**src/rtl/mem_burst_arbiter.sv**
```systemverilog
// Arbitrates the DDR burst port between the frame-buffer writer and reader.
// Define MEM_ARB_WR_PRIORITY_EN for fixed write priority; default is round-robin.
module mem_burst_arbiter #(
   parameter int MEM_DATA_BITS = 64,
   parameter int ADDR_BITS     = 24
) (
   input  logic                     mem_clk,
   input  logic                     rst_n,
   input  logic                     wr_burst_req,
   input  logic [9:0]               wr_burst_len,
   input  logic [ADDR_BITS-1:0]     wr_burst_addr,
   output logic                     wr_burst_data_req,
   input  logic [MEM_DATA_BITS-1:0] wr_burst_data,
   output logic                     wr_burst_finish,
   input  logic                     rd_burst_req,
   input  logic [9:0]               rd_burst_len,
   input  logic [ADDR_BITS-1:0]     rd_burst_addr,
   output logic                     rd_burst_data_valid,
   output logic [MEM_DATA_BITS-1:0] rd_burst_data,
   output logic                     rd_burst_finish,
   output logic                     mem_wr_burst_req,
   output logic                     mem_rd_burst_req,
   output logic [9:0]               mem_burst_len,
   output logic [ADDR_BITS-1:0]     mem_burst_addr,
   input  logic                     mem_wr_burst_data_req,
   output logic [MEM_DATA_BITS-1:0] mem_wr_burst_data,
   input  logic                     mem_rd_burst_data_valid,
   input  logic [MEM_DATA_BITS-1:0] mem_rd_burst_data,
   input  logic                     mem_burst_finish,
   output logic                     burst_err
);

   typedef enum logic [1:0] {IDLE, WR_GRANT, RD_GRANT, RELEASE} state_t;

   state_t               state_q, state_d;
   logic [9:0]           len_q, len_d;
   logic [9:0]           beat_q, beat_d;
   logic [ADDR_BITS-1:0] addr_q, addr_d;
   logic                 mem_wr_req_q, mem_wr_req_d;
   logic                 mem_rd_req_q, mem_rd_req_d;
   logic                 err_q, err_d;
   logic                 pick_wr;
   logic                 wr_gnt, rd_gnt, strobe, zero_len;

   assign wr_gnt   = (state_q == WR_GRANT);
   assign rd_gnt   = (state_q == RD_GRANT);
   assign strobe   = (wr_gnt & mem_wr_burst_data_req) | (rd_gnt & mem_rd_burst_data_valid);
   assign zero_len = (len_q == 10'd0);

`ifdef MEM_ARB_WR_PRIORITY_EN
   // Input capture cannot stall, so the writer always wins a tie.
   assign pick_wr = wr_burst_req;
`else
   logic last_wr_q, last_wr_d;  // 1: write was served most recently
   logic gnt_wr_q, gnt_wr_d;

   always_ff @(posedge mem_clk or negedge rst_n) begin
      if (!rst_n) begin
         last_wr_q <= 1'b0;
         gnt_wr_q  <= 1'b0;
      end else begin
         last_wr_q <= last_wr_d;
         gnt_wr_q  <= gnt_wr_d;
      end
   end

   always_comb begin
      last_wr_d = last_wr_q;
      gnt_wr_d  = gnt_wr_q;
      if (state_q == IDLE && (wr_burst_req | rd_burst_req)) gnt_wr_d = pick_wr;
      if (state_q == RELEASE) last_wr_d = gnt_wr_q;
   end

   assign pick_wr = wr_burst_req & (~rd_burst_req | ~last_wr_q);
`endif

   always_ff @(posedge mem_clk or negedge rst_n) begin
      if (!rst_n) begin
         state_q      <= IDLE;
         len_q        <= '0;
         beat_q       <= '0;
         addr_q       <= '0;
         mem_wr_req_q <= 1'b0;
         mem_rd_req_q <= 1'b0;
         err_q        <= 1'b0;
      end else begin
         state_q      <= state_d;
         len_q        <= len_d;
         beat_q       <= beat_d;
         addr_q       <= addr_d;
         mem_wr_req_q <= mem_wr_req_d;
         mem_rd_req_q <= mem_rd_req_d;
         err_q        <= err_d;
      end
   end

   always_comb begin
      state_d      = state_q;
      len_d        = len_q;
      beat_d       = beat_q;
      addr_d       = addr_q;
      mem_wr_req_d = mem_wr_req_q;
      mem_rd_req_d = mem_rd_req_q;
      err_d        = err_q;
      case (state_q)
         IDLE: begin
            beat_d = '0;
            if (wr_burst_req | rd_burst_req) begin
               if (pick_wr) begin
                  state_d      = WR_GRANT;
                  len_d        = wr_burst_len;
                  addr_d       = wr_burst_addr;
                  mem_wr_req_d = |wr_burst_len;
               end else begin
                  state_d      = RD_GRANT;
                  len_d        = rd_burst_len;
                  addr_d       = rd_burst_addr;
                  mem_rd_req_d = |rd_burst_len;
               end
            end
         end
         WR_GRANT, RD_GRANT: begin
            beat_d = beat_q + {9'd0, strobe};
            // Controller has accepted the burst once it strobes or finishes.
            if (strobe | mem_burst_finish) begin
               mem_wr_req_d = 1'b0;
               mem_rd_req_d = 1'b0;
            end
            if (mem_burst_finish) begin
               state_d = RELEASE;
               if (beat_d != len_q) err_d = 1'b1;
            end else if (zero_len) begin
               state_d = RELEASE;
            end
         end
         RELEASE: state_d = IDLE;
         default: state_d = IDLE;
      endcase
   end

   // Zero-length bursts never reach memory; the arbiter finishes them itself.
   assign wr_burst_data_req   = mem_wr_burst_data_req & wr_gnt;
   assign rd_burst_data_valid = mem_rd_burst_data_valid & rd_gnt;
   assign wr_burst_finish     = wr_gnt & (mem_burst_finish | zero_len);
   assign rd_burst_finish     = rd_gnt & (mem_burst_finish | zero_len);
   assign rd_burst_data       = mem_rd_burst_data;
   assign mem_wr_burst_data   = wr_burst_data;
   assign mem_wr_burst_req    = mem_wr_req_q;
   assign mem_rd_burst_req    = mem_rd_req_q;
   assign mem_burst_len       = len_q;
   assign mem_burst_addr      = addr_q;
   assign burst_err           = err_q;

endmodule
```
**config.mk**
```make
export PLATFORM = sky130hd
export DESIGN_NAME = mem_burst_arbiter
export DESIGN_NICKNAME = d
export VERILOG_FILES = /design/src/rtl/mem_burst_arbiter.sv
export SDC_FILE = /design/constraint.sdc
export NUM_CORES = 1
export LEC_CHECK = 0
export ABC_AREA = 0
export ABC_CLOCK_PERIOD_IN_PS = 3350
export CAP_MARGIN = 20
export CORE_AREA = 2 2 146 148
export CTS_CLUSTER_SIZE = 30
export DETAILED_ROUTE_END_ITERATION = 12
export DIE_AREA = 0 0 148 150
export PLACE_DENSITY = 0.62
export SLEW_MARGIN = 20
export SYNTH_ARGS = -nofsm -noshare
export SYNTH_HDL_FRONTEND = slang
export SYNTH_SLANG_ARGS = --single-unit
```
**constraint.sdc**
```tcl
create_clock -name mem_clk -period 3.35 [get_ports mem_clk]
set_input_delay 0.67 -clock mem_clk [delete_from_list [all_inputs] [get_ports mem_clk]]
set_output_delay 0.67 -clock mem_clk [all_outputs]
set_load 0.01 [all_outputs]
```
Word level (Yosys, flattened, before mapping)
Cells that the tools add are included.
- flip-flop bits (word level): 51
- word-level logic and storage cells: 58
- output and inout port bits: 169
- eq/ne operators: 9
- multiplexer cells: 15
- add/sub/neg operators: 1
- reduce and logical (&&, ||, !) cells: 12
- bitwise gates (word level): 12
- operators by type and width (operator ; count):
    24-bit 2-to-1 mux ; 1
    10-bit case mux with 2 select lines ; 1
    10-bit OR reduction ; 2
    10-bit by 1-bit adder with 10-bit output ; 1
    10-bit zero test ; 1
    10-bit 2-to-1 mux ; 1
    10-bit inequality test ; 1
    2-bit 2-to-1 mux ; 4
    4-bit AND reduction ; 2
    2-bit inequality test (second input constant) ; 3
    2-bit case mux with 3 select lines ; 1
    1-bit bitwise AND ; 5
    1-bit 2-to-1 mux ; 5
    1-bit OR ; 5
    2-bit equality test (second input constant) ; 2
    1-bit case mux with 2 select lines ; 2
    2-bit AND reduction ; 2
    3-bit inequality test (second input constant) ; 1
    3-bit AND reduction ; 1
    2-bit by 1-bit equality test with 1-bit output (second input constant) ; 1
    2-bit zero test ; 1
    2-bit by 1-bit inequality test with 1-bit output (second input constant) ; 1
    1-bit NOT ; 2
    2-bit nonzero test ; 1
    other kinds (2) ; 2

Logic depth before layout (Yosys ltp)
Gate-level depths: netlist of the first run.
- depth in word-level cells: 6
- gate-level depth with buffers: 10
- depth with buffers taken out: 10

Worst setup path before layout of the first run
Ideal clock, no wire load.
- path type: input to register
- from: input mem_wr_burst_data_req
- to: register err_q, in the netlist burst_err
- path slack: 1.026 ns
- path buffers: 0
- arrival time: 2.194 ns
- library setup time: 0.129 ns
- required time: 3.221 ns
- stages: 7
- path through: a22o_1 > ha_1 > ha_1 > nand2b_1 > a32o_1 > nor2b_1 > o41a_1
- word-level cells in the longest chain between the ends: 5
- RTL lines (item ; RTL line ; source):
    from (decl) ; 25 ; input logic mem_wr_burst_data_req,
    1-bit bitwise AND ; 47 ; assign strobe = (wr_gnt & mem_wr_burst_data_req) | (rd_gnt & mem_rd_burst_data_valid);
    1-bit OR ; 47 ;
    10-bit by 1-bit adder with 10-bit output ; 123 ; beat_d = beat_q + {9'd0, strobe};
    10-bit inequality test ; 131 ; if (beat_d != len_q) err_d = 1'b1;
    3-bit AND reduction (no line) ; n/a ;
    to (signal assigned) ; 93 ; err_q <= err_d;
    to (decl) ; 41 ; logic err_q, err_d;
No other way between the ends.
A chain may end at the register's enable or synchronous reset.

Worst setup path in the final report of the first run
- from: register len_q[6], in the netlist mem_burst_len[6]
- to: output rd_burst_finish
- word-level cells in the longest chain between the ends: 3
- RTL lines (item ; RTL line ; source):
    from (decl) ; 36 ; logic [9:0] len_q, len_d;
    from (signal assigned) ; 88 ; len_q <= len_d;
    10-bit zero test ; 48 ; assign zero_len = (len_q == 10'd0);
    1-bit OR ; 145 ; assign rd_burst_finish = rd_gnt & (mem_burst_finish | zero_len);
    1-bit bitwise AND ; 145 ;
    to (decl) ; 20 ; output logic rd_burst_finish,
No other way between the ends.

==> impl_metrics.toml, run 1 <==
[outcome]
status = "finished, final reports clean"

[timing]
maxSlewViolCount = 0
period_needed_ns = 2.88
tightest_slew_ns = 0.783
max_clock_freq_ghz = 0.348
setup_viol = 0
post-route-period-util_pct = 85.9
relSlewSlack_pct = 47.8
skew_ns = 0.00689
rsz0062_at_grt = "false"
hold_viol_final = 0
fin_setup_tns_ns = 0

[global_route]
antenna_found_initial = 1
grt_busiest_layer = "met2"
grt_util_met3_pct = 5.24
track_usage_pct = 9.58
grt_pass1_wl_um = 15900
grt_max_degree = 70
met2_usage_pct = 14.1
grt_pass1_vias = 2708
grt_overflow_total = 0
gr-usage-met1_pct = 11.2

[power_and_ir_drop]
clock_power_share_pct = 17.3
powerDensity_nw_per_um2 = 728
pwr-share-comb_pct = 51.2
pwr-share-seq_pct = 31.6
power.internal_mw = 2.02
ir_worst_vdd_uv = 238
power.switching_mw = 1.28
finalPower_mw = 3.29
swShare_pct = 38.8
p_leak_nw = 1.87

[layout]
area_delta_synth_final_pct = 19.0
register_area_sq_um = 1280
nets = 615
drive_gt1_share_pct = 9.11
multi_input_area_sq_um = 1500
nFillCells = 2279
antenna_cells = 0

[clock_network]
clockRootBuffer = "clkbuf_16"
cts_tree = "yes"
post_cts_buffers = 0
cts_inserted_buffers = 5
clock-sinks = 51
clk_pin_slew_ns = 0.08
insertion_delay_ns = 0.31
cts_hold_buffers = 0
cts.path.max_buffers = 2
h-tree-depth = 2
cts_resized = 0

[critical_path]
crit_type = "flop to output port"
worst_path_max_delay_cell = "clkdlybuf4s50_1"
endpoint = "rd_burst_finish"
slowest_delay_ns = 0.54
crit_path_start = "mem_burst_len[6]"
worst_r2r_path_depth = 9
crit_required_ns = 2.68
critPathLaunchType = "flop"
path_cells = "nor4_1 -> a31oi_1 -> nor2b_1 -> clkdlybuf4s50_1"
r2r_end = "burst_err"
crit_fanout = 5
ff2ff_setup_slack_ns = 0.80
critPathArrivalTime_ns = 2.21
end_kind = "output port"
path_buf_inv = 1
cp_top_family = "simple AND/OR/NAND/NOR gates"
regToRegStartpoint = "state_q[1]"
crit_cells = 4

[die]
ioPinCount = 372
die_area_sq_um = 22200
core_area_sq_um = 20700
rows = 53
die_h_um = 150
start_util_pct = 18.4
fp.dieW_um = 148

[yosys]
ys_ff_latch = 51
synth_cells = 415
ys_types = 40
syn_nets = 625
avgSynthCellArea_sq_um = 9.16
ys_warn_count = 0
ys_seq_area_share_pct = 33.6
syn_area_sq_um = 3800

[placement]
dp_hpwl_um = 8210
gp_congestion = 0.796
io_buffer_count = 115

[detailed_routing]
drt-initial-drc-count = 74
wl_per_cell_um = 15.3
firstDrtPassIters = 4
vias_per_cell = 3.94
finalWirelength_um = 10400
drc = 0
vias = 2683
ant_nets = 0

[flow_run]
maxCapViolCount = 0

[min_path]
hp-class = "input port to async pin"
[placed cells by master (no fill, tap or decap), types with 7 or more instances in the layout]
master,n
clkdlybuf4s50_1,114
dfrtp_1,51
nand2_1,42
o21ai_0,36
mux2i_1,35
nor2_1,17
buf_4,12
a22o_1,10
nor4_1,8
mux2_2,8
xor2_1,7
ha_1,7
[cell type report]
| type | instances | share of cell area (%) |
|---|---|---|
| Multi-Input combinational cell | 217 | 33.2 |
| Sequential cell | 51 | 28.2 |
| Timing Repair Buffer | 127 | 27.3 |
| Tap cell | 275 | 7.61 |
| Clock buffer | 6 | 3.07 |
| Clock inverter | 2 | 0.360 |
| Inverter | 3 | 0.249 |
[per-layer routing]
| layer | share of wire [%] | vias to the layer above |
|---|---|---|
| li1 | - | 1255 |
| met1 | 40 | 1232 |
| met2 | 44 | 138 |
| met3 | 12 | 56 |
| met4 | 4.2 | 2 |
| met5 | 0.12 | - |
[power groups by stage]
stage                     Sequential [mW]  Clock [mW]  Combinational [mW]
final                                1.04       0.569                1.69
after global placement               1.05           0                1.71
after floorplan                      1.13           0               0.901
after CTS                            1.04       0.604                1.73
after global routing                 1.08       0.628                1.89
after detailed placement             1.05           0                1.73
[synth_stat cells (all sizes together)]
master | number | area [sq um]
nor2 | 18 | 75.1
nand4 | 2 | 18.8
a22o | 11 | 97.6
o2bb2ai | 1 | 8.76
a21boi | 1 | 7.51
o31ai | 1 | 7.51
nand3 | 3 | 27.5
nor4 | 8 | 50.1
a21oi | 3 | 15.0
xor2 | 7 | 61.3
inv | 3 | 11.3
nand2 | 42 | 158
a211oi | 1 | 7.51
clkbuf | 10 | 37.5
o22ai | 2 | 12.5
and3 | 1 | 11.3
mux2i | 35 | 350
a31oi | 3 | 18.8
o41a | 1 | 11.3
and2 | 2 | 12.5
nor2b | 4 | 25.0
a21o | 3 | 23.8
ha | 7 | 87.6
dfrtp | 51 | 1280
nand3b | 1 | 7.51
buf | 134 | 998
nand2b | 2 | 12.5
o21ai | 40 | 200
xnor2 | 6 | 52.6
nor3 | 2 | 10.0
mux2 | 8 | 90.1
nor3b | 1 | 7.51
a32o | 1 | 10.0
[sequential cells by signal, indices dropped and copies added (netlist names)]
name              count
mem_wr_burst_req      1
mem_burst_len        10
beat_q               10
gnt_wr_q              1
mem_rd_burst_req      1
state_q               2
mem_burst_addr       24
burst_err             1
last_wr_q             1
[worst min-delay path by stage]
| stage | startpoint | endpoint | cells past startpoint |
|---|---|---|---|
| 6_report | rst_n | mem_burst_len[7] | 1 |
| 5_1_grt | rst_n | mem_burst_len[1] | 1 |
| 4_1_cts | rst_n | mem_burst_len[0] | 1 |
| 3_5_place_dp | mem_burst_addr[3] | mem_burst_addr[3] | 2 |
| 3_3_place_gp | mem_burst_addr[3] | mem_burst_addr[3] | 2 |
| 2_1_floorplan | rst_n | beat_q[0] | 0 |
[metrics by stage]
step / instance area, sq um / std cells / hold WS (ns) / util (%) / worst slack [ns]
2_1_floorplan: 3800 / 415 / 0.374 / - / 1.03
4_1_cts: 4520 / 681 / 0.410 / 21.9 / 0.457
3_3_place_gp: 4370 / 673 / 0.461 / 21.1 / 0.450
3_5_place_dp: 4370 / 673 / 0.470 / 21.1 / 0.466
5_1_grt: 4520 / 681 / 0.434 / 21.9 / 0.256
6_report: 4520 / 681 / 0.377 / 21.9 / 0.474
[kinds of logic after synthesis]
logic type	after synthesis	share of synthesized area (%)
buffers and inverters	147	27.6
multiplexers	43	11.6
XOR/XNOR	13	3.00
flip-flops	51	33.6
adder cells (fa/ha/maj)	7	2.30
AND/OR/NAND/NOR	86	10.9
AO/OA/AOI/OAI	68	11.1
Power figures use the tool's default switching activity.
==> run 2: changes to the inputs <==
- ABC_CLOCK_PERIOD_IN_PS: 3350 -> unset
==> results of run 2 <==
Final layout, timing and power as in run 1 (identical DEF).
